**src/rtl/pipe_pkg.sv**
```systemverilog
`default_nettype none
// ============================================================================
//  Module      : pipe_pkg
//  Description : Shared definitions for the pipeline stage registers: the
//                occupancy state encoding and the default control/data bundle
//                widths at each stage boundary of the five-stage core.
//  Revision    : 1.0  initial release
// ============================================================================
package pipe_pkg;

    // Occupancy of a stage register: no entry, main only, main plus skid.
    typedef enum logic [1:0] {
        ST_EMPTY = 2'd0,
        ST_BUSY  = 2'd1,
        ST_FULL  = 2'd2
    } pipe_state_t;

    // IF -> ID: instruction word and PC, almost no control yet.
    localparam int IF_ID_CTRL_W  = 4;
    localparam int IF_ID_DATA_W  = 64;

    // ID -> EX: full decoded control, two operands, immediate, register numbers.
    localparam int ID_EX_CTRL_W  = 16;
    localparam int ID_EX_DATA_W  = 96;

    // EX -> MEM: ALU result, store data, destination register.
    localparam int EX_MEM_CTRL_W = 8;
    localparam int EX_MEM_DATA_W = 72;

    // MEM -> WB: write-back value and destination register.
    localparam int MEM_WB_CTRL_W = 4;
    localparam int MEM_WB_DATA_W = 40;

endpackage
`default_nettype wire

```
**src/rtl/pipe_slot.sv**
```systemverilog
`default_nettype none
// ============================================================================
//  Module      : pipe_slot
//  Description : One storage entry of a pipeline stage register. Holds a
//                combined control+data word; synchronous clear wins over load.
//  Revision    : 1.0  initial release
// ============================================================================
module pipe_slot #(
    parameter int WIDTH = 8
) (
    input  logic             CLK,
    input  logic             RST_N,
    input  logic             i_clr,
    input  logic             i_load,
    input  logic [WIDTH-1:0] i_d,
    output logic [WIDTH-1:0] o_q
);

    logic [WIDTH-1:0] r_q;

    // Entry register: zero on reset or clear, otherwise capture on load.
    always_ff @(posedge CLK or negedge RST_N) begin
        if (!RST_N) begin
            r_q <= '0;
        end else if (i_clr) begin
            r_q <= '0;
        end else if (i_load) begin
            r_q <= i_d;
        end
    end

    assign o_q = r_q;

endmodule
`default_nettype wire

```
**src/rtl/pipe_stage_reg.sv**
```systemverilog
`default_nettype none
// ============================================================================
//  Module      : pipe_stage_reg
//  Description : Generic pipeline stage register with valid/ready handshake,
//                synchronous flush (inserts a zeroed bubble) and a saturating
//                back-pressure counter. Build option PIPE_SKID_EN adds a skid
//                entry so IN_READY can be a plain register output.
//  Revision    : 1.0  initial release
// ============================================================================
module pipe_stage_reg
    import pipe_pkg::*;
#(
    parameter int CTRL_W = ID_EX_CTRL_W,
    parameter int DATA_W = ID_EX_DATA_W,
    parameter int CNT_W  = 16
) (
    input  logic              CLK,
    input  logic              RST_N,
    input  logic              FLUSH,
    input  logic              IN_VALID,
    output logic              IN_READY,
    input  logic [CTRL_W-1:0] IN_CTRL,
    input  logic [DATA_W-1:0] IN_DATA,
    output logic              OUT_VALID,
    input  logic              OUT_READY,
    output logic [CTRL_W-1:0] OUT_CTRL,
    output logic [DATA_W-1:0] OUT_DATA,
    output logic [CNT_W-1:0]  STALL_CNT
);

    localparam int c_SLOT_W = CTRL_W + DATA_W;

    pipe_state_t         r_state;
    pipe_state_t         w_state_nxt;
    logic                w_xfer_in;
    logic                w_xfer_out;
    logic                w_main_load;
    logic                w_main_clr;
    logic [c_SLOT_W-1:0] w_in_slot;
    logic [c_SLOT_W-1:0] w_main_d;
    logic [c_SLOT_W-1:0] w_main_q;
    logic [CNT_W-1:0]    r_stall_cnt;

    assign w_in_slot  = {IN_CTRL, IN_DATA};
    assign OUT_VALID  = (r_state != ST_EMPTY);
    assign w_xfer_in  = IN_VALID & IN_READY;
    assign w_xfer_out = OUT_VALID & OUT_READY;

`ifdef PIPE_SKID_EN
    logic                r_in_ready;
    logic                w_skid_load;
    logic                w_skid_clr;
    logic [c_SLOT_W-1:0] w_skid_q;

    assign IN_READY = r_in_ready;
    // In FULL the main entry refills from the skid; otherwise from upstream.
    assign w_main_d = (r_state == ST_FULL) ? w_skid_q : w_in_slot;
`else
    assign IN_READY = !OUT_VALID || OUT_READY;
    assign w_main_d = w_in_slot;
`endif

    // Next-state and slot control; flush overrides every transfer.
    always_comb begin
        w_state_nxt = r_state;
        w_main_load = 1'b0;
        w_main_clr  = 1'b0;
`ifdef PIPE_SKID_EN
        w_skid_load = 1'b0;
        w_skid_clr  = 1'b0;
`endif
        if (FLUSH) begin
            w_state_nxt = ST_EMPTY;
            w_main_clr  = 1'b1;
`ifdef PIPE_SKID_EN
            w_skid_clr  = 1'b1;
`endif
        end else begin
            case (r_state)
                ST_EMPTY: begin
                    if (w_xfer_in) begin
                        w_main_load = 1'b1;
                        w_state_nxt = ST_BUSY;
                    end
                end
                ST_BUSY: begin
                    if (w_xfer_in && w_xfer_out) begin
                        w_main_load = 1'b1;
`ifdef PIPE_SKID_EN
                    end else if (w_xfer_in) begin
                        w_skid_load = 1'b1;
                        w_state_nxt = ST_FULL;
`endif
                    end else if (w_xfer_out) begin
                        // Clearing on drain keeps the outputs zero while idle.
                        w_main_clr  = 1'b1;
                        w_state_nxt = ST_EMPTY;
                    end
                end
`ifdef PIPE_SKID_EN
                ST_FULL: begin
                    if (w_xfer_out) begin
                        w_main_load = 1'b1;
                        w_skid_clr  = 1'b1;
                        w_state_nxt = ST_BUSY;
                    end
                end
`endif
                default: begin
                    w_state_nxt = ST_EMPTY;
                end
            endcase
        end
    end

    // Occupancy state register.
    always_ff @(posedge CLK or negedge RST_N) begin
        if (!RST_N) begin
            r_state <= ST_EMPTY;
        end else begin
            r_state <= w_state_nxt;
        end
    end

`ifdef PIPE_SKID_EN
    // Registered ready: accept whenever the next state leaves the skid free.
    always_ff @(posedge CLK or negedge RST_N) begin
        if (!RST_N) begin
            r_in_ready <= 1'b1;
        end else begin
            r_in_ready <= (w_state_nxt != ST_FULL);
        end
    end

    pipe_slot #(
        .WIDTH (c_SLOT_W)
    ) u_skid_slot (
        .CLK    (CLK),
        .RST_N  (RST_N),
        .i_clr  (w_skid_clr),
        .i_load (w_skid_load),
        .i_d    (w_in_slot),
        .o_q    (w_skid_q)
    );
`endif

    pipe_slot #(
        .WIDTH (c_SLOT_W)
    ) u_main_slot (
        .CLK    (CLK),
        .RST_N  (RST_N),
        .i_clr  (w_main_clr),
        .i_load (w_main_load),
        .i_d    (w_main_d),
        .o_q    (w_main_q)
    );

    assign {OUT_CTRL, OUT_DATA} = w_main_q;

    // Saturating count of back-pressure cycles; only reset clears it.
    always_ff @(posedge CLK or negedge RST_N) begin
        if (!RST_N) begin
            r_stall_cnt <= '0;
        end else if (OUT_VALID && !OUT_READY && (r_stall_cnt != {CNT_W{1'b1}})) begin
            r_stall_cnt <= r_stall_cnt + 1'b1;
        end
    end

    assign STALL_CNT = r_stall_cnt;

endmodule
`default_nettype wire

```
**config.mk**
```make
export PLATFORM = sky130hd
export DESIGN_NAME = pipe_stage_reg
export DESIGN_NICKNAME = d
export VERILOG_FILES = /design/src/rtl/pipe_pkg.sv /design/src/rtl/pipe_slot.sv /design/src/rtl/pipe_stage_reg.sv
export SDC_FILE = /design/constraint.sdc
export NUM_CORES = 1
export LEC_CHECK = 0
export ABC_AREA = 1
export BUFFER_PORTS_ARGS = -buffer_cell sky130_fd_sc_hd__buf_4
export CAP_MARGIN = 15
export CORE_MARGIN = 2
export CORE_UTILIZATION = 43
export DETAILED_ROUTE_END_ITERATION = 8
export PLACE_DENSITY = 0.83
export SLEW_MARGIN = 15
export SYNTH_ARGS = -nofsm -noshare
export SYNTH_HDL_FRONTEND = slang
export SYNTH_SLANG_ARGS = --single-unit
```
**constraint.sdc**
```tcl
create_clock -name CLK -period 1.5 [get_ports CLK]
set_clock_uncertainty 0.2 [all_clocks]
set_input_delay 0.15 -clock CLK [delete_from_list [all_inputs] [get_ports CLK]]
set_output_delay 0.15 -clock CLK [all_outputs]
set_load 0.01 [all_outputs]
```
Word-level counts from Yosys, hierarchy flattened. Cells that the tools add are included.

Output and inout bits: 130. Input bits: 117. Register bits: 130.

Bitwise gates (word level): 2. Reduce and logical (&&, ||, !) cells: 10. Add/sub/neg operators: 1. Equal/unequal tests: 5. Mux-type cells: 15.

Operators by type and width (count): $mux 112 (2); $add 16x1->16 const B (1); $ne 16x16->1 const B (1); $ne 3x3->1 const B (3); $mux 2 (4); $mux 1 (7); $pmux 2 s2 (1); $reduce_bool 2->1 (2); $logic_and 1x1->1 (3); $reduce_and 3->1 (1); $and 1x1->1 (2); $eq 2x1->1 const B (1); $logic_not 1->1 (2); $logic_not 2->1 (1); $pmux 1 s2 (1); $logic_or 1x1->1 (1).

Depth between registers and ports, before layout.
Word-level depth: 10. Gate-level depth with buffers: 9.

By module. Synthesis repeated with hierarchy kept, for this count alone.

Cell total of the unflattened synthesis: 640. Area total of the unflattened synthesis: 5492.8 um2.

By module, submodules not included: pipe_slot (times used 1, area each 4421.7 um2, cells an instance 487, sequential area each 2802.7 um2); pipe_stage_reg (times used 1, area each 1071.0 um2, cells an instance 153, sequential area each 425.4 um2).

Worst setup path before layout. Ideal clock, no wire load.

Kind: register -> register. Start: register r_stall_cnt[0] (netlist: STALL_CNT[0]). End: register r_stall_cnt[9] (netlist: STALL_CNT[9]). Data arrival time: 1.398 ns. Cell stages (with the launch flop): 10. Setup slack: -0.216 ns. Clock period less this slack: 1.716 ns. Setup time: 0.118 ns. Cells stage by stage: dfrtp_1 -> ha_1 -> nand2_1 -> nor2_2 -> nand3_2 -> nand2_4 -> nand2_4 -> buf_6 -> nand2_1 -> o21ai_2.

Cells in the longest elaborated chain, start to end: 2. Elaborated cells between the ends (all ways): 3. Those cells by class: add/sub: 1; eq/ne: 1; reduce/logical: 1.

Ends and longest elaborated chain: from (decl) (RTL line pipe_stage_reg.sv:42) `logic [CNT_W-1:0] r_stall_cnt;`; from (signal assigned) (RTL line pipe_stage_reg.sv:165) `r_stall_cnt <= r_stall_cnt + 1'b1;`; parallel branches: the longest is 2 deep, another holds $add 16x1->16.

Parallel ways; which one is timed is not known. A chain may end at the register's enable or synchronous reset.

Worst setup path in the final report.
Start: register r_state[0]. End: register u_main_slot.r_q[64] (netlist: u_main_slot.o_q[64]).

Cells in the longest elaborated chain, start to end: 9. Elaborated cells between the ends (all ways): 18. Those cells by class: eq/ne: 1; mux: 9; bitwise: 2; reduce/logical: 6.

Ends and longest elaborated chain: from (decl) (RTL line pipe_stage_reg.sv:33) `pipe_state_t r_state;`; from (signal assigned) (RTL line pipe_stage_reg.sv:121) `r_state <= w_state_nxt;`; $reduce_bool 2->1 (RTL line pipe_stage_reg.sv:45) `assign OUT_VALID = (r_state != ST_EMPTY);`; $logic_not 1->1 (RTL line pipe_stage_reg.sv:59) `assign IN_READY = !OUT_VALID || OUT_READY;`; $logic_or 1x1->1 (RTL line pipe_stage_reg.sv:59); $and 1x1->1 (RTL line pipe_stage_reg.sv:46) `assign w_xfer_in = IN_VALID & IN_READY;`; $logic_and 1x1->1 (RTL line pipe_stage_reg.sv:87) `if (w_xfer_in && w_xfer_out) begin`; $mux 1 (RTL line pipe_stage_reg.sv:87); $pmux 1 s2 or $mux 1 (tied branches) (RTL line pipe_stage_reg.sv:79) `case (r_state)`; $mux 1 (RTL line pipe_stage_reg.sv:72) `if (FLUSH) begin`; $reduce_bool 2->1 (no source line) or $mux 112 (tied branches); to (signal assigned) (RTL line pipe_slot.sv:28) `r_q <= i_d;`; to (decl) (RTL line pipe_slot.sv:19) `logic [WIDTH-1:0] r_q;`.

Parallel ways exist; a longest one is shown, timed or not.

==> out/metrics.yaml <==
r2r-end: "u_main_slot.o_q[64]"
crit_path_start: "r_state[0]"
hold_viol: 15
wl_per_cell_um: 20.6
yosysUniqueCellTypes: 26
postSynthAreaPerCell_um2: 8.85
slew_viol_final: 0
grt_start_max_net_pins: 82
grt_overflow_total: 0
cp-end-kind: "flop"
initial_utilization: 0.435
yosysWarningCount: 0
clock-root-buffer: "clkbuf_16"
rr_startpoint: "r_state[0]"
nNetsFinal: 1171
synth_fp_nets: 761
outcome: "finished, violations left"
place_congestion: 0.810
critPathLaunchType: "flop"
grt_use_met1: 0.376
fin_ws_ps: -253
reg2reg_depth: 7
timing.final.crit_share: 1.17
postLayoutCellArea_mm2: 0.0109
die_w_um: 119
gr-usage-met3: 0.0723
rows: 42
ir_drop_mv: 0.664
path_class: "flop to flop"
power_mw: 11.4
fillers: 632
synth_seq_cells: 129
die-area_mm2: 0.0142
area_growth_pct: 91.2
drc: 0
ant_nets: 0
syn-cell-area_mm2: 0.00569
drt_pass1_iterations: 5
finalWirelength_mm: 25.6
crit_buf_inv: 4
grt_pass1_wl_mm: 34.3
io_pins: 247
grt_util_met2: 0.506
core_mm2: 0.0131
hpwlAfterDp_mm: 11.9
crit_fanout: 17
cts_hold_buf: 114
required_ps: 1560
synth-edff-count: 0
ff_latch_area_mm2: 0.00323
p_per_area_mw_per_mm2: 1040
drive_gt1_frac: 0.461
cts_buffer_depth: 2
synthArstFlopShare: 1.00
dr_total_vias: 7038
clk_pin_slew_ps: 60
htreeDepth: 4
min_path_type: "input port to async pin"
grt_pass1_vias: 6706
synth.most_common_cell: "dfrtp_1"
hold_slack_ps: -31.3
finalSetupTns_ps: -9500
dieHeight_um: 119
synth_common_cells: "129 x dfrtp_1, 127 x nor2_1, 112 x nor3_1"
violations: "negative hold slack, negative setup slack"
portBuffers: 246
maxCapViolCount: 0
leakagePower_nw: 5.16
clock-sinks: 129
finalSetupViolations: 112
rrSetupSlack_ps: -250
crit_chain: "inv_2, nor2_8, buf_12, buf_6, buf_16, nor3_1, nor2_1"
slowest_stage: "dfrtp_1"
cts_made_buffers: 17
synth_ff_type: "dfrtp_1"
multi_input_comb_area_mm2: 0.00278
place_ws_ps: -129
max_stage_delay_ps: 400
critPathTopFamily: "buffers and inverters"
synth_top_area_share: 0.567
clock_latency_ps: 400
ys_seq_area_frac: 0.567
period_needed_ps: 1750
synth_top_cell_by_area: "dfrtp_1"
track_usage: 0.305
gr-max-usage-layer: "met2"
syn_inst: 643
worst_slew_pin_slew_ps: 470
tritoncts: "done"
viasPerCell: 5.67
crit_arrival_ps: 1820
synth.area.top_cells: "dfrtp_1 57%, nor3_1 9.9%, nor2_1 8.4%"
antenna_found_initial: 2
timing.slew.headroom: 0.686
place_area_mm2: 0.00812
first_iter_violations: 995
rsz0062_at_grt: "true"
fmax_mhz: 570
-- cell usage in the layout (no fill, tap or decap), types with 2 or more instances in the layout --
cell type      netlist  layout
buf_4               10     283
dfrtp_1            129     125
dlygate4sd3_1        0     114
nor2_1             127     113
nor3_1             112      70
o21ai_1             82      52
nand2_1             52      42
nor3_2               0      41
o21ai_2              5      40
o21ai_0             34      26
clkbuf_16            0      23
buf_12               0      17
nor2_2               2      13
inv_1               12      11
buf_6                2      10
nand2_4              2       7
nand3_2              1       7
xor2_1               8       7
buf_8                0       7
nand3_1             14       6
clkbuf_8             0       5
dfrtp_2              0       4
nor2_4               1       4
o21ai_4              1       4
nand4_1              4       4
nand2_8              0       4
nand2_2              0       4
inv_2                3       3
clkinv_2             0       3
diode_2              0       2
nand3_4              0       2
clkbuf_1            17       2
bufinv_16            0       2
-- metrics by stage --
stage,std cells,util
6_report,1241,0.832
5_1_grt,1241,0.832
3_3_place_gp,1074,0.620
3_5_place_dp,1074,0.620
4_1_cts,1227,0.777
2_1_floorplan,643,-
-- what timing repair did --
item                                    CTS  global route
gates cloned                              3             7
endpoints found under the setup margin   50           133
resized for setup                        51           128
pin swaps                                19            43
setup buffers                             7             6
endpoints found under the hold margin   242            16
-- area by class of cell --
cell class              instances  share of cell area
multi-input cells             452               0.256
diodes                          2            0.000460
inverters                      15             0.00529
flip-flops and latches        129               0.297
repair buffers                438               0.368
clock buffers                  24              0.0461
well taps                     176              0.0202
clock inverters                 5             0.00713
-- worst max-delay path by stage --
stage / slack [ps] / endpoint / cells past startpoint
global placement: -60 / STALL_CNT[8] / 8
floorplan: -170 / STALL_CNT[9] / 9
finish: -250 / u_main_slot.o_q[64] / 7
detailed placement: -130 / STALL_CNT[4] / 8
CTS: -80 / u_main_slot.o_q[78] / 6
global route: -230 / u_main_slot.o_q[64] / 7
-- report_power, final --
part	internal, mW	switching (mW)	total (mW)	leakage [nW]
combinational	1.57	1.49	3.06	3.19
sequential	3.81	0.297	4.11	1.69
clock	2.64	1.55	4.19	0.284
total	8.02	3.34	11.4	5.16
-- state kept, by name, summed over array words and instances, names as in the netlist --
register / cells
STALL_CNT: 16
r_state: 1
u_main_slot.o_q: 112
-- metal layers --
| layer | share of wire | vias up |
|---|---|---|
| li1 | - | 2992 |
| met1 | 0.36 | 3357 |
| met2 | 0.49 | 552 |
| met3 | 0.092 | 137 |
| met4 | 0.056 | 0 |
| met5 | 0 | - |
-- cells by family (layout without fill, tap and decap cells) --
family	after synthesis	after routing	share of synthesized area
other	0	2	0
adder cells (fa/ha/maj)	1	1	0.00220
AO/OA/AOI/OAI	124	124	0.116
flip-flops	129	129	0.567
buffers and inverters	65	482	0.0558
AND/OR/NAND/NOR	316	319	0.247
XOR/XNOR	8	8	0.0123
(Power assumes the default switching activity.)
